## config.mk

```make
export PLATFORM = sky130hd
export DESIGN_NAME = fifo_32x8
export DESIGN_NICKNAME = d
export VERILOG_FILES = /design/src/rtl/fifo_32x8.sv
export SDC_FILE = /design/constraint.sdc
export NUM_CORES = 1
export LEC_CHECK = 0
export BUFFER_PORTS_ARGS = -buffer_cell sky130_fd_sc_hd__buf_2
export CAP_MARGIN = 20
export CORE_UTILIZATION = 50
export CTS_BUF_LIST = sky130_fd_sc_hd__clkbuf_2 sky130_fd_sc_hd__clkbuf_4 sky130_fd_sc_hd__clkbuf_8
export CTS_CLUSTER_DIAMETER = 200
export DETAILED_ROUTE_END_ITERATION = 6
export GPL_ROUTABILITY_DRIVEN = 0
export PLACE_DENSITY = 0.69
export SLEW_MARGIN = 30
export SYNTH_ARGS = -nofsm -noshare
export SYNTH_HDL_FRONTEND = slang
export SYNTH_SLANG_ARGS = --single-unit
```

## constraint.sdc

```tcl
create_clock -name CLK -period 5.15 [get_ports CLK]
set_clock_uncertainty 0.15 [all_clocks]
set_input_delay 0.2575 -clock CLK [delete_from_list [all_inputs] [get_ports CLK]]
set_output_delay 0.2575 -clock CLK [all_outputs]
set_load 0.01 [all_outputs]
```

## src/rtl/fifo_32x8.sv

```systemverilog
// First-word-fall-through FIFO, single clock, with exposed pointers, occupancy and status FSM.
// Optional macro FIFO_ERROR_FLAGS_EN adds sticky OVERFLOW/UNDERFLOW outputs.
module fifo_32x8 #(
  parameter  int WIDTH = 8,
  parameter  int DEPTH = 32,
  localparam int AW    = $clog2(DEPTH)
) (
  input  logic             CLK,
  input  logic             RESET,
  input  logic             WRITE,
  input  logic             READ,
  input  logic [WIDTH-1:0] DATA_IN,
  output logic [WIDTH-1:0] DATA_OUT,
  output logic             F_EMPTY,
  output logic             F_FULL,
  output logic [1:0]       STATE,
  output logic [AW-1:0]    W_PTR,
  output logic [AW-1:0]    R_PTR,
`ifdef FIFO_ERROR_FLAGS_EN
  output logic             OVERFLOW,
  output logic             UNDERFLOW,
`endif
  output logic [AW-1:0]    USE_DW
);

  typedef enum logic [1:0] {
    ST_EMPTY = 2'b00,
    ST_OTHER = 2'b01,
    ST_FULL  = 2'b10
  } state_t;

  state_t           state, state_nxt;
  logic [AW-1:0]    w_ptr, r_ptr, use_dw, use_dw_nxt;
  logic             wr_acc, rd_acc;
  logic             f_empty_r, f_full_r;
  logic [WIDTH-1:0] mem [DEPTH];

  // Occupancy never wraps: the accept rules keep it inside 0..DEPTH-1.
  function automatic logic [AW-1:0] next_count(input logic [AW-1:0] cnt,
                                               input logic inc, input logic dec);
    case ({inc, dec})
      2'b10:   return cnt + AW'(1);
      2'b01:   return cnt - AW'(1);
      default: return cnt;
    endcase
  endfunction

  function automatic state_t decode_state(input logic [AW-1:0] cnt);
    if (cnt == '0)                  return ST_EMPTY;
    else if (cnt == AW'(DEPTH - 1)) return ST_FULL;
    else                            return ST_OTHER;
  endfunction

  // A write in FULL is only taken when a read frees the head slot in the same cycle.
  always_comb begin
    wr_acc     = WRITE && ((state != ST_FULL) || READ);
    rd_acc     = READ && (state != ST_EMPTY);
    use_dw_nxt = next_count(use_dw, wr_acc && !rd_acc, rd_acc && !wr_acc);
    state_nxt  = decode_state(use_dw_nxt);
  end

  always_ff @(posedge CLK) begin
    if (RESET) state <= ST_EMPTY;
    else       state <= state_nxt;
  end

  always_ff @(posedge CLK) begin
    if (RESET) begin
      w_ptr     <= '0;
      r_ptr     <= '0;
      use_dw    <= '0;
      f_empty_r <= 1'b1;
      f_full_r  <= 1'b0;
    end else begin
      if (wr_acc) w_ptr <= w_ptr + AW'(1);
      if (rd_acc) r_ptr <= r_ptr + AW'(1);
      use_dw    <= use_dw_nxt;
      f_empty_r <= (state_nxt == ST_EMPTY);
      f_full_r  <= (state_nxt == ST_FULL);
    end
  end

  // Storage is deliberately not cleared by reset; reset only blocks the write.
  always_ff @(posedge CLK) begin
    if (wr_acc && !RESET) mem[w_ptr] <= DATA_IN;
  end

`ifdef FIFO_ERROR_FLAGS_EN
  logic overflow_r, underflow_r;

  always_ff @(posedge CLK) begin
    if (RESET) begin
      overflow_r  <= 1'b0;
      underflow_r <= 1'b0;
    end else begin
      if (WRITE && !wr_acc) overflow_r  <= 1'b1;
      if (READ && !rd_acc)  underflow_r <= 1'b1;
    end
  end

  assign OVERFLOW  = overflow_r;
  assign UNDERFLOW = underflow_r;
`endif

  assign DATA_OUT = (state == ST_EMPTY) ? '0 : mem[r_ptr];
  assign F_EMPTY  = f_empty_r;
  assign F_FULL   = f_full_r;
  assign STATE    = state;
  assign W_PTR    = w_ptr;
  assign R_PTR    = r_ptr;
  assign USE_DW   = use_dw;

endmodule

```

==> metrics.md, run 1 <==
| Metric | Value |
|---|---|
| Status | `completed` |
| Cts bufs inserted | `44` |
| Routed vias | `5484` |
| Drt wl/cell | `23.7 um` |
| FF-to-FF End | `STATE[0]` |
| Clk sinks | `279` |
| Final Hold Fails | `0` |
| Global-route wire length before repair | `33900 um` |
| Area of the core | `21800 um2` |
| Post-synthesis cell type count | `42` |
| Post-synthesis register bit count | `279` |
| CP required | `4740 ps` |
| Synth Cell Area | `11100 um2` |
| Total Routed Length | `22100 um` |
| HP Start | `WRITE` |
| ANT nets after route | `0` |
| Final Total Pwr | `5.01 mW` |
| Slew @ Worst Pin | `862 ps` |
| Max_cap viols | `0` |
| Inst Count DP | `850` |
| Clock Path Buffers | `3` |
| Setup TNS | `0 ps` |
| Post-CTS Hold Fix Bufs | `1` |
| Worst Hold Depth | `4` |
| Fmax | `280 MHz` |
| Post-synth EDFFs | `256` |
| Number of global-route vias before repair | `5763` |
| Main synth FF type | `edfxtp_1` |
| Pin count of the biggest net entering global routing | `38` |
| CP Launch Type | `flip-flop` |
| Asr flop ratio synth | `0` |
| Final setup fails | `0` |
| Type of the worst min-delay path | `in -> reg` |
| Layout cell share with drive strength beyond 1 | `0.258` |
| YS warnings | `0` |
| Floorplan row count | `54` |
| Die area | `22900 um2` |
| Post-Syn Nets | `575` |
| Die Span Y | `151 um` |
| Setup CP Type | `reg -> out` |
| Setup Buffers After CTS | `0` |
| CTS resizes | `0` |
| Die Span X | `151 um` |
| CTS tree | `built` |
| Pwr Density | `403 nW/um2` |
| Router iterations before antenna repair | `4` |
| Static leakage power | `4.01 nW` |
| RSZ-0062 raised after global routing | `no` |
| Final Non-Filler Cells | `932` |
| Clock Latency Late Sink | `550 ps` |
| Initial antenna violation count | `0` |
| VDD IR-drop max | `0.254 mV` |
| Min-Delay Endpoint | `W_PTR[1]` |
| Max-slew violation count | `0` |
| Starting Density | `0.510` |
| Post-synthesis sequential area ratio | `0.731` |
| Dpl hpwl | `13400 um` |
| GRT Residual Overflow | `0` |
| Reg2reg setup slack | `1660 ps` |
| Worst EP arrival | `3160 ps` |
| Crit Path Max Fanout | `32` |
| Crit end category | `output port` |
| Relative slew slack | `0.423` |
| Initial drt markers | `457` |
| Tot GR Track Use | `0.207` |
| Root buffer cell | `clkbuf_8` |
| Worst R2R Path Depth | `11` |
| Clock transition at the registers of the reported paths | `70 ps` |
| Syn-to-layout area delta | `11.5%` |
| DRC viols | `0` |
| I/O Pins | `39` |
| Synth Instances | `555` |
| Reg2reg start | `STATE[0]` |
| Final core occ | `0.569` |
| H-tree depth | `2` |
| N_diodes | `0` |
| Fin crit share | `0.692` |
| Syn Area/Cell | `20.1 um2` |
| I/O Buffers | `38` |
| Vias/cell | `5.88` |
| Final #Nets | `637` |
| Tmin final | `3570 ps` |
sequential cells by signal (all words and copies together), names as in the netlist, named ones only:
| signal | count |
|---|---|
| F_EMPTY | 1 |
| R_PTR | 5 |
| STATE | 2 |
| USE_DW | 5 |
| W_PTR | 5 |
| mem | 256 |
synth_stat cells (6+ instances only):
cell,number,area (um2)
nor2b_1,10,62.6
mux4_1,24,631
clkbuf_1,9,33.8
xor2_1,9,78.8
mux2i_1,10,100
dfxtp_1,23,460
o21ai_1,9,45.0
edfxtp_1,256,7690
a211oi_1,8,60.1
inv_1,6,22.5
mux4_2,48,1080
nor2_1,55,206
nand2_1,18,67.6
ha_1,8,100
nor3_1,8,40.0
placed cells by master (no fill, tap or decap), types with 2 or more instances in the layout:
cell type and n:
a211oi_1 8, a21oi_1 5, and3b_1 2, buf_2 38
buf_4 4, bufinv_16 3, clkbuf_4 11, clkbuf_8 47
clkinv_1 10, clkinv_2 8, dfxtp_1 21, dfxtp_4 2
edfxtp_1 256, ha_1 8, inv_1 6, mux2i_1 10
mux4_1 24, mux4_2 48, nand2_1 18, nand3b_1 3
nand4_1 4, nor2_1 55, nor2b_1 10, nor3_1 8
o21ai_1 9, or3b_2 2, xnor2_1 5, xor2_1 9
metal layers:
metal,track usage,vias to the layer above,wire length (um)
met5,0,-,0
li1,-,2393,-
met2,0.338,204,10800
met3,0.0476,42,1570
met4,0.0680,0,425
met1,0.276,2845,9240
cells by family (layout without fill, tap and decap cells):
group,count (synthesis),count (layout),synth area share
mux,82,82,0.163
xor+xnor,14,14,0.0110
buf+inv,34,131,0.0231
simple gates,110,110,0.0462
flops,279,279,0.731
compound gates,28,28,0.0167
fa+ha+maj,8,8,0.00899
worst max-delay path by stage:
stage | end | slack (ps) | startpoint | cells past startpoint
floorplan | STATE[0] | 2250 | STATE[0] | 12
global placement | STATE[0] | 1900 | STATE[0] | 11
detailed placement | STATE[0] | 1710 | STATE[0] | 11
CTS | DATA_OUT[6] | 1370 | flip-flop | 6
global route | STATE[0] | 1310 | STATE[0] | 11
finish | DATA_OUT[6] | 1580 | flip-flop | 6
cell type report:
class | count | area [um2]
fill | 1630 | 9400
sequential | 279 | 8160
inverter | 6 | 22.5
clock inverter | 23 | 184
tap | 280 | 350
clock buffer | 58 | 729
timing repair buffer | 44 | 250
multi-input combinational | 242 | 2740
critical path, stage by stage, from the launching register on:
cell     delay, ps
dfxtp_4        640
buf_12         310
mux4_1         650
mux4_2         530
o21ai_1        190
nor3_1          80
buf_2          180
where the power goes:
part,internal (mW),switching [mW]
clock,1.08,0.839
sequential,2.50,0.0629
combinational,0.255,0.268
stage by stage:
step	instance area [um2]	hold slack [ps]	setup slack, ps
3_3_place_gp	11500	377	1900
3_5_place_dp	11500	389	1710
2_1_floorplan	11100	206	2250
5_1_grt	12400	66.7	1310
6_report	12400	31.7	1580
4_1_cts	12400	1.71	1370
Power figures use the tool's default switching activity.
==> run 2, diff against run 1 <==
--- a/config.mk
+++ b/config.mk
@@ -5,6 +5,7 @@
 export SDC_FILE = /design/constraint.sdc
 export NUM_CORES = 1
 export LEC_CHECK = 0
+export ABC_AREA = 1
 export BUFFER_PORTS_ARGS = -buffer_cell sky130_fd_sc_hd__buf_2
 export CAP_MARGIN = 20
 export CORE_UTILIZATION = 50
==> constraint.sdc (replaced) <==
create_clock -name CLK -period 3.5 [get_ports CLK]
set_clock_uncertainty 0.15 [all_clocks]
set_input_delay 0.175 -clock CLK [delete_from_list [all_inputs] [get_ports CLK]]
set_output_delay 0.175 -clock CLK [all_outputs]
set_load 0.01 [all_outputs]
==> metrics.md, run 2 <==
| Metric | Value |
|---|---|
| Cell taking the most area after synthesis | `edfxtp_1` |
| Syn-to-layout area delta | `11.5% (about the same)` |
| Router iterations before antenna repair | `5 (+1)` |
| CTS tree | `built` |
| Reg2reg start | `STATE[1]` |
| Commonest non-fill, non-tap cells in the layout | `edfxtp_1 (256), nor2_1 (200), nand2_1 (112)` |
| Final #Nets | `1019 (+60%)` |
| Status | `completed` |
| DR WL met3 | `2120 um (+35%)` |
| Starting Density | `0.515 (+0.00469)` |
| Post-Syn Nets | `971 (+69%)` |
| Static leakage power | `4.41 nW (+9.7%)` |
| Post-synthesis sequential area ratio | `0.716 (-0.0155)` |
| Setup Buffers After CTS | `0 (unchanged)` |
| Clock Path Buffers | `3 (unchanged)` |
| ANT nets after route | `0 (unchanged)` |
| Post-synthesis register bit count | `279 (unchanged)` |
| Die Span Y | `153 um (+1.1%)` |
| Largest register FFs | `256 (unchanged)` |
| Final setup fails | `0 (unchanged)` |
| Placed Area | `11800 um2 (+2.3%)` |
| Die Span X | `153 um (+1.1%)` |
| Final Total Pwr | `7.19 mW (+44%)` |
| Pwr Density | `567 nW/um2 (+41%)` |
| Tmin final | `3080 ps` |
| Logic gate share of total power | `0.104 (about the same)` |
| VDD IR-drop max | `0.284 mV (+12%)` |
| Clk sinks | `279 (unchanged)` |
| I/O Pins | `39 (unchanged)` |
| Max-slew violation count | `0 (unchanged)` |
| Fin crit share | `0.880` |
| Post-synth EDFFs | `256 (unchanged)` |
| Clock transition at the registers of the reported paths | `60 ps (about the same)` |
| Commonest cells post-synth | `edfxtp_1 (256), nor2_1 (200), nand2_1 (112)` |
| Initial drt markers | `705 (+54%)` |
| Layout cell share with drive strength beyond 1 | `0.128 (-0.130)` |
| Drt wl/cell | `20.4 um (-14%)` |
| Post-synthesis cell type count | `26 (-38%)` |
| YS warnings | `0 (unchanged)` |
| Synth Instances | `951 (+71%)` |
| CP required | `3170 ps (-1570 ps)` |
| RSZ-0062 raised after global routing | `no` |
| Min Hold Slack | `47.9 ps (+16.2 ps)` |
| Sw Pwr | `1.78 mW (+52%)` |
| Setup CP Type | `reg -> out` |
| Floorplan row count | `54 (unchanged)` |
| H-tree depth | `2 (unchanged)` |
| Cts bufs inserted | `45 (+2.3%)` |
| Clock Latency Late Sink | `530 ps (-20 ps)` |
| N_diodes | `0 (unchanged)` |
| Crit end category | `output port` |
| Power Internal | `5.41 mW (+41%)` |
| Post-synth top area share | `0.675 (-0.0146)` |
| Max layer used | `met4` |
| Top-count cell post-synth | `edfxtp_1` |
| Final std cell area, no fill | `12700 um2 (+2.1%)` |
| Pin count of the biggest net entering global routing | `73 (+92%)` |
| HP Start | `DATA_IN[6]` |
| Root buffer cell | `clkbuf_8` |
| Slew @ Worst Pin | `870 ps (+7.87 ps)` |
| Final Hold Fails | `0 (unchanged)` |
| Die area | `23400 um2 (+2.1%)` |
| GRT Residual Overflow | `0 (unchanged)` |
| Top reg by flops | `mem` |
| Main synth FF type | `edfxtp_1` |
| Sequential group share of total power | `0.516 (+0.004)` |
| Type of the worst min-delay path | `in -> reg` |
| Max_cap viols | `0 (unchanged)` |
| Fillers | `1808 (+11%)` |
| Switching part of the total | `0.248 (+0.0142)` |
| Vias/cell | `5.75 (-2.2%)` |
| Final Non-Filler Cells | `1314 (+41%)` |
| Tot GR Track Use | `0.233 (+0.0261)` |
| Met1 WL | `11300 um (+22%)` |
| I/O Buffers | `38 (unchanged)` |
| DRC viols | `0 (unchanged)` |
| Relative slew slack | `0.418 (-0.00526)` |
| Most common cell after layout, fill and taps aside | `edfxtp_1` |
| Routed vias | `7559 (+38%)` |
| Asr flop ratio synth | `0 (unchanged)` |
| Worst EP arrival | `2750 ps (-410 ps)` |
| Setup TNS | `0 ps (unchanged)` |
| Dpl hpwl | `15200 um (+13%)` |
| Initial antenna violation count | `0 (unchanged)` |
| Area of the core | `22100 um2 (+1.2%)` |
| Syn Area/Cell | `12.0 um2 (-40%)` |
| Top cells by area, synth | `edfxtp_1 (68%), nor2_1 (6.6%), o21ai_0 (4.3%)` |
| CP Launch Type | `flip-flop` |
| Clock power frac | `0.380 (-0.003)` |
| Inst Count DP | `1229 (+45%)` |
| Number of global-route vias before repair | `7331 (+27%)` |
| Met2 Wirelength | `12400 um (+15%)` |
| Total Routed Length | `26800 um (+21%)` |
| Crit Path Max Fanout | `48 (+50%)` |
| Global-route wire length before repair | `41000 um (+21%)` |
| Synth Cell Area | `11400 um2 (+2.2%)` |
| Fmax | `325 MHz` |
## run 2: timing repair
action | 4_1_cts | 5_1_grt
hold buffers | 3 | 0
gates resized for setup | 0 | 0
hold endpoints to repair | 20 | 0
## run 2: path summary, 6_finish.rpt
kind,cells past startpoint,slack [ps],to
max,8,420,DATA_OUT[5]
max reg2reg,13,820,STATE[0]
min reg2reg,2,390,flip-flop
min,1,50,mem[11][6]
## run 2: worst max-delay path: stages (launching register included)
cell	delay [ps]
dfxtp_4	540
buf_4	500
o21ai_0	210
o221ai_1	330
nand3_1	120
nand3_1	90
nand2_1	120
nor2_1	120
buf_2	140
## run 2: power by group through the flow
stage / Sequential (mW) / Combinational, mW / Clock [mW]
final: 3.71 / 0.747 / 2.73
after global routing: 3.72 / 0.828 / 2.91
after CTS: 3.71 / 0.743 / 2.76
after detailed placement: 3.78 / 0.740 / 0
after global placement: 3.78 / 0.728 / 0
after floorplan: 3.78 / 0.504 / 0
## run 2: stage by stage
stage / util / worst slack, ps
2_1_floorplan: - / 1100
3_3_place_gp: 0.533 / 965
3_5_place_dp: 0.533 / 841
4_1_cts: 0.574 / 428
5_1_grt: 0.574 / 293
6_report: 0.574 / 420
## run 2: kinds of logic after synthesis
kind of cell,count (synthesis),share of synthesized area
DFF,279,0.716
xor gates and xnor gates,2,0.00154
and+or+nand+nor,387,0.137
adders and majority gates,8,0.00879
buffers and inverters,87,0.0377
AOI/OAI and AO/OA,188,0.0994
## run 2: per-layer routing
metal  track usage  up-vias
li1              -     3525
met1         0.315     3648
met2         0.369      321
met3        0.0488       65
met4        0.0981        0
met5             0        -
## run 2: area by class of cell
type                       count  area, um2  share of cell area
clock inverter                13       56.3             0.00444
sequential                   279       8150               0.643
tap                          280        350              0.0276
timing repair buffer          58        373              0.0294
clock buffer                  69        837              0.0660
multi-input combinational    585       2810               0.221
inverter                      30        114             0.00897
==> run 3, diff against run 2 <==
--- a/config.mk
+++ b/config.mk
@@ -7,7 +7,6 @@
 export LEC_CHECK = 0
 export ABC_AREA = 1
 export BUFFER_PORTS_ARGS = -buffer_cell sky130_fd_sc_hd__buf_2
-export CAP_MARGIN = 20
 export CORE_UTILIZATION = 50
 export CTS_BUF_LIST = sky130_fd_sc_hd__clkbuf_2 sky130_fd_sc_hd__clkbuf_4 sky130_fd_sc_hd__clkbuf_8
 export CTS_CLUSTER_DIAMETER = 200
==> constraint.sdc (replaced) <==
create_clock -name CLK -period 3.5 [get_ports CLK]
set_clock_uncertainty 0.15 [all_clocks]
set_input_delay 0.175 -clock CLK [delete_from_list [all_inputs] [get_ports CLK]]
set_output_delay 0.175 -clock CLK [all_outputs]
set_load 0.1 [all_outputs]
==> metrics.md, run 3 (synthesized netlist as in run 2, its figures left out) <==
| Metric | Value |
|---|---|
| Status | `completed` |
| Largest register FFs | `256 (unchanged)` |
| Final core occ | `0.575 (+0.00119)` |
| HP Start | `DATA_IN[3]` |
| CP Launch Type | `flip-flop` |
| CP required | `3170 ps (about the same)` |
| ANT nets after route | `0 (unchanged)` |
| Final Hold Fails | `0 (unchanged)` |
| Layout cell share with drive strength beyond 1 | `0.118 (-0.00933)` |
| I/O Pins | `39 (unchanged)` |
| Root buffer cell | `clkbuf_8` |
| Sw Pwr | `2.12 mW (+19%)` |
| Inst Count DP | `1226 (-0.24%)` |
| Static leakage power | `4.40 nW (-0.12%)` |
| Final Non-Filler Cells | `1311 (-0.23%)` |
| Tot GR Track Use | `0.241 (+0.00768)` |
| CTS tree | `built` |
| Pwr Density | `597 nW/um2 (+5.3%)` |
| Reg2reg start | `STATE[0]` |
| Drt wl/cell | `21.0 um (+2.9%)` |
| DRC viols | `0 (unchanged)` |
| Die area | `23400 um2 (unchanged)` |
| Min Hold Slack | `57.8 ps (+9.97 ps)` |
| Die Span Y | `153 um (unchanged)` |
| Area of the core | `22100 um2 (unchanged)` |
| Top reg by flops | `mem` |
| Relative slew slack | `0.409 (-0.00861)` |
| Switching part of the total | `0.279 (+0.0311)` |
| Commonest non-fill, non-tap cells in the layout | `edfxtp_1 (256), nor2_1 (200), nand2_1 (112)` |
| Worst EP arrival | `3000 ps (+250 ps)` |
| Initial drt markers | `724 (+2.7%)` |
| H-tree depth | `2 (unchanged)` |
| Crit end category | `output port` |
| Pin count of the biggest net entering global routing | `73 (unchanged)` |
| Floorplan row count | `54 (unchanged)` |
| Dpl hpwl | `15900 um (+4.2%)` |
| Clock Path Buffers | `3 (unchanged)` |
| Most common cell after layout, fill and taps aside | `edfxtp_1` |
| Crit Path Max Fanout | `22 (-54%)` |
| Fillers | `1753 (-3.0%)` |
| Setup Buffers After CTS | `0 (unchanged)` |
| Fmax | `301 MHz (-7.2%)` |
| Routed vias | `7602 (+0.57%)` |
| Final setup fails | `0 (unchanged)` |
| Min-Delay Endpoint | `mem[30][3]` |
| Type of the worst min-delay path | `in -> reg` |
| Global-route wire length before repair | `42300 um (+3.2%)` |
| Tmin final | `3320 ps (+240 ps)` |
| Final #Nets | `1017 (-0.20%)` |
| Worst Hold Depth | `1 (unchanged)` |
| Clk sinks | `279 (unchanged)` |
| Syn-to-layout area delta | `11.7%` |
| Setup TNS | `0 ps (unchanged)` |
| Clock transition at the registers of the reported paths | `60 ps (about the same)` |
| Number of global-route vias before repair | `7175 (-2.1%)` |
| RSZ-0062 raised after global routing | `no` |
| Vias/cell | `5.80 (+0.80%)` |
| Clock power frac | `0.370 (-0.010)` |
| Max-slew violation count | `0 (unchanged)` |
| Setup CP Type | `reg -> out` |
| Cts bufs inserted | `46 (+2.2%)` |
| Max_cap viols | `0 (unchanged)` |
| Logic gate share of total power | `0.141 (+0.037)` |
| Sequential group share of total power | `0.489 (-0.027)` |
| Initial antenna violation count | `0 (unchanged)` |
| Worst R2R Path Depth | `13 (unchanged)` |
| Fin crit share | `0.949 (+0.0687)` |
| Die Span X | `153 um (unchanged)` |
| Router iterations before antenna repair | `5 (unchanged)` |
| Total Routed Length | `27500 um (+2.7%)` |
| I/O Buffers | `38 (unchanged)` |
| Clock Latency Late Sink | `550 ps (+20 ps)` |
| Reg2reg setup slack | `890 ps (+70 ps)` |
| VDD IR-drop max | `0.445 mV (+57%)` |
| Power Internal | `5.47 mW (+1.1%)` |
| FF-to-FF End | `STATE[0]` |
| Slew @ Worst Pin | `883 ps (+12.9 ps)` |
| Starting Density | `0.515 (unchanged)` |
| N_diodes | `0 (unchanged)` |
| GRT Residual Overflow | `0 (unchanged)` |
==> run 3: cell types whose count changed in the layout (fill, tap and decap cells not counted), sizes merged <==
cell,before,now
clkinvlp,1,0
bufinv,0,2
clkinv,13,19
clkbuf,69,62
buf,55,52
==> run 3: worst max-delay path: stages, from the launching register on <==
cell and delay, ps:
dfxtp_4 500, clkinv_2 290, buf_4 290, o21ai_0 520, o211ai_1 180, nand3_1 120
nand3_1 70, nand2_1 100, nor2_1 60, buf_2 290
==> run 3: final cells by class <==
type                       count  area, um2  share of cell area
clock buffer                  62        772              0.0607
inverter                      30        116             0.00915
clock inverter                20        130              0.0102
multi-input combinational    585       2810               0.221
sequential                   279       8150               0.641
timing repair buffer          55        388              0.0305
tap                          280        350              0.0276
==> run 3: metal layers <==
metal	GRT usage	wire length, um	vias up
li1	-	-	3520
met1	0.341	11900	3659
met2	0.369	12400	360
met3	0.0471	2260	63
met4	0.0948	862	0
met5	0	0	-
==> run 3: power by group through the flow <==
stage / combinational [mW] / clock (mW) / sequential (mW)
2_1_floorplan: 0.656 / 0 / 3.93
3_3_place_gp: 1.05 / 0 / 3.78
3_5_place_dp: 1.06 / 0 / 3.78
4_1_cts: 1.07 / 2.85 / 3.71
5_1_grt: 1.15 / 2.98 / 3.72
6_report: 1.07 / 2.80 / 3.71
==> run 3: through the flow <==
step	worst slack [ps]	area, um2	power (mW)
after detailed placement	642	11800	4.84
after CTS	30.8	12700	7.63
after global placement	663	11800	4.83
after floorplan	392	11400	4.58
final	180	12700	7.59
after global routing	33.7	12700	7.85
==> run 3: what timing repair did <==
action                                 CTS  global route
setup endpoints to repair                0             7
gates resized for setup                  0             2
hold buffers                             3             0
endpoints found under the hold margin   20             0
==> run 3: worst max-delay path by stage <==
| stage | slack, ps | endpoint | from | depth (start not counted) |
|---|---|---|---|---|
| 2_1_floorplan | 390 | STATE[0] | STATE[0] | 13 |
| 3_3_place_gp | 660 | DATA_OUT[1] | flip-flop | 8 |
| 3_5_place_dp | 640 | DATA_OUT[1] | flip-flop | 8 |
| 4_1_cts | 30 | DATA_OUT[1] | flip-flop | 8 |
| 5_1_grt | 30 | DATA_OUT[3] | flip-flop | 10 |
| 6_report | 180 | DATA_OUT[3] | flip-flop | 9 |
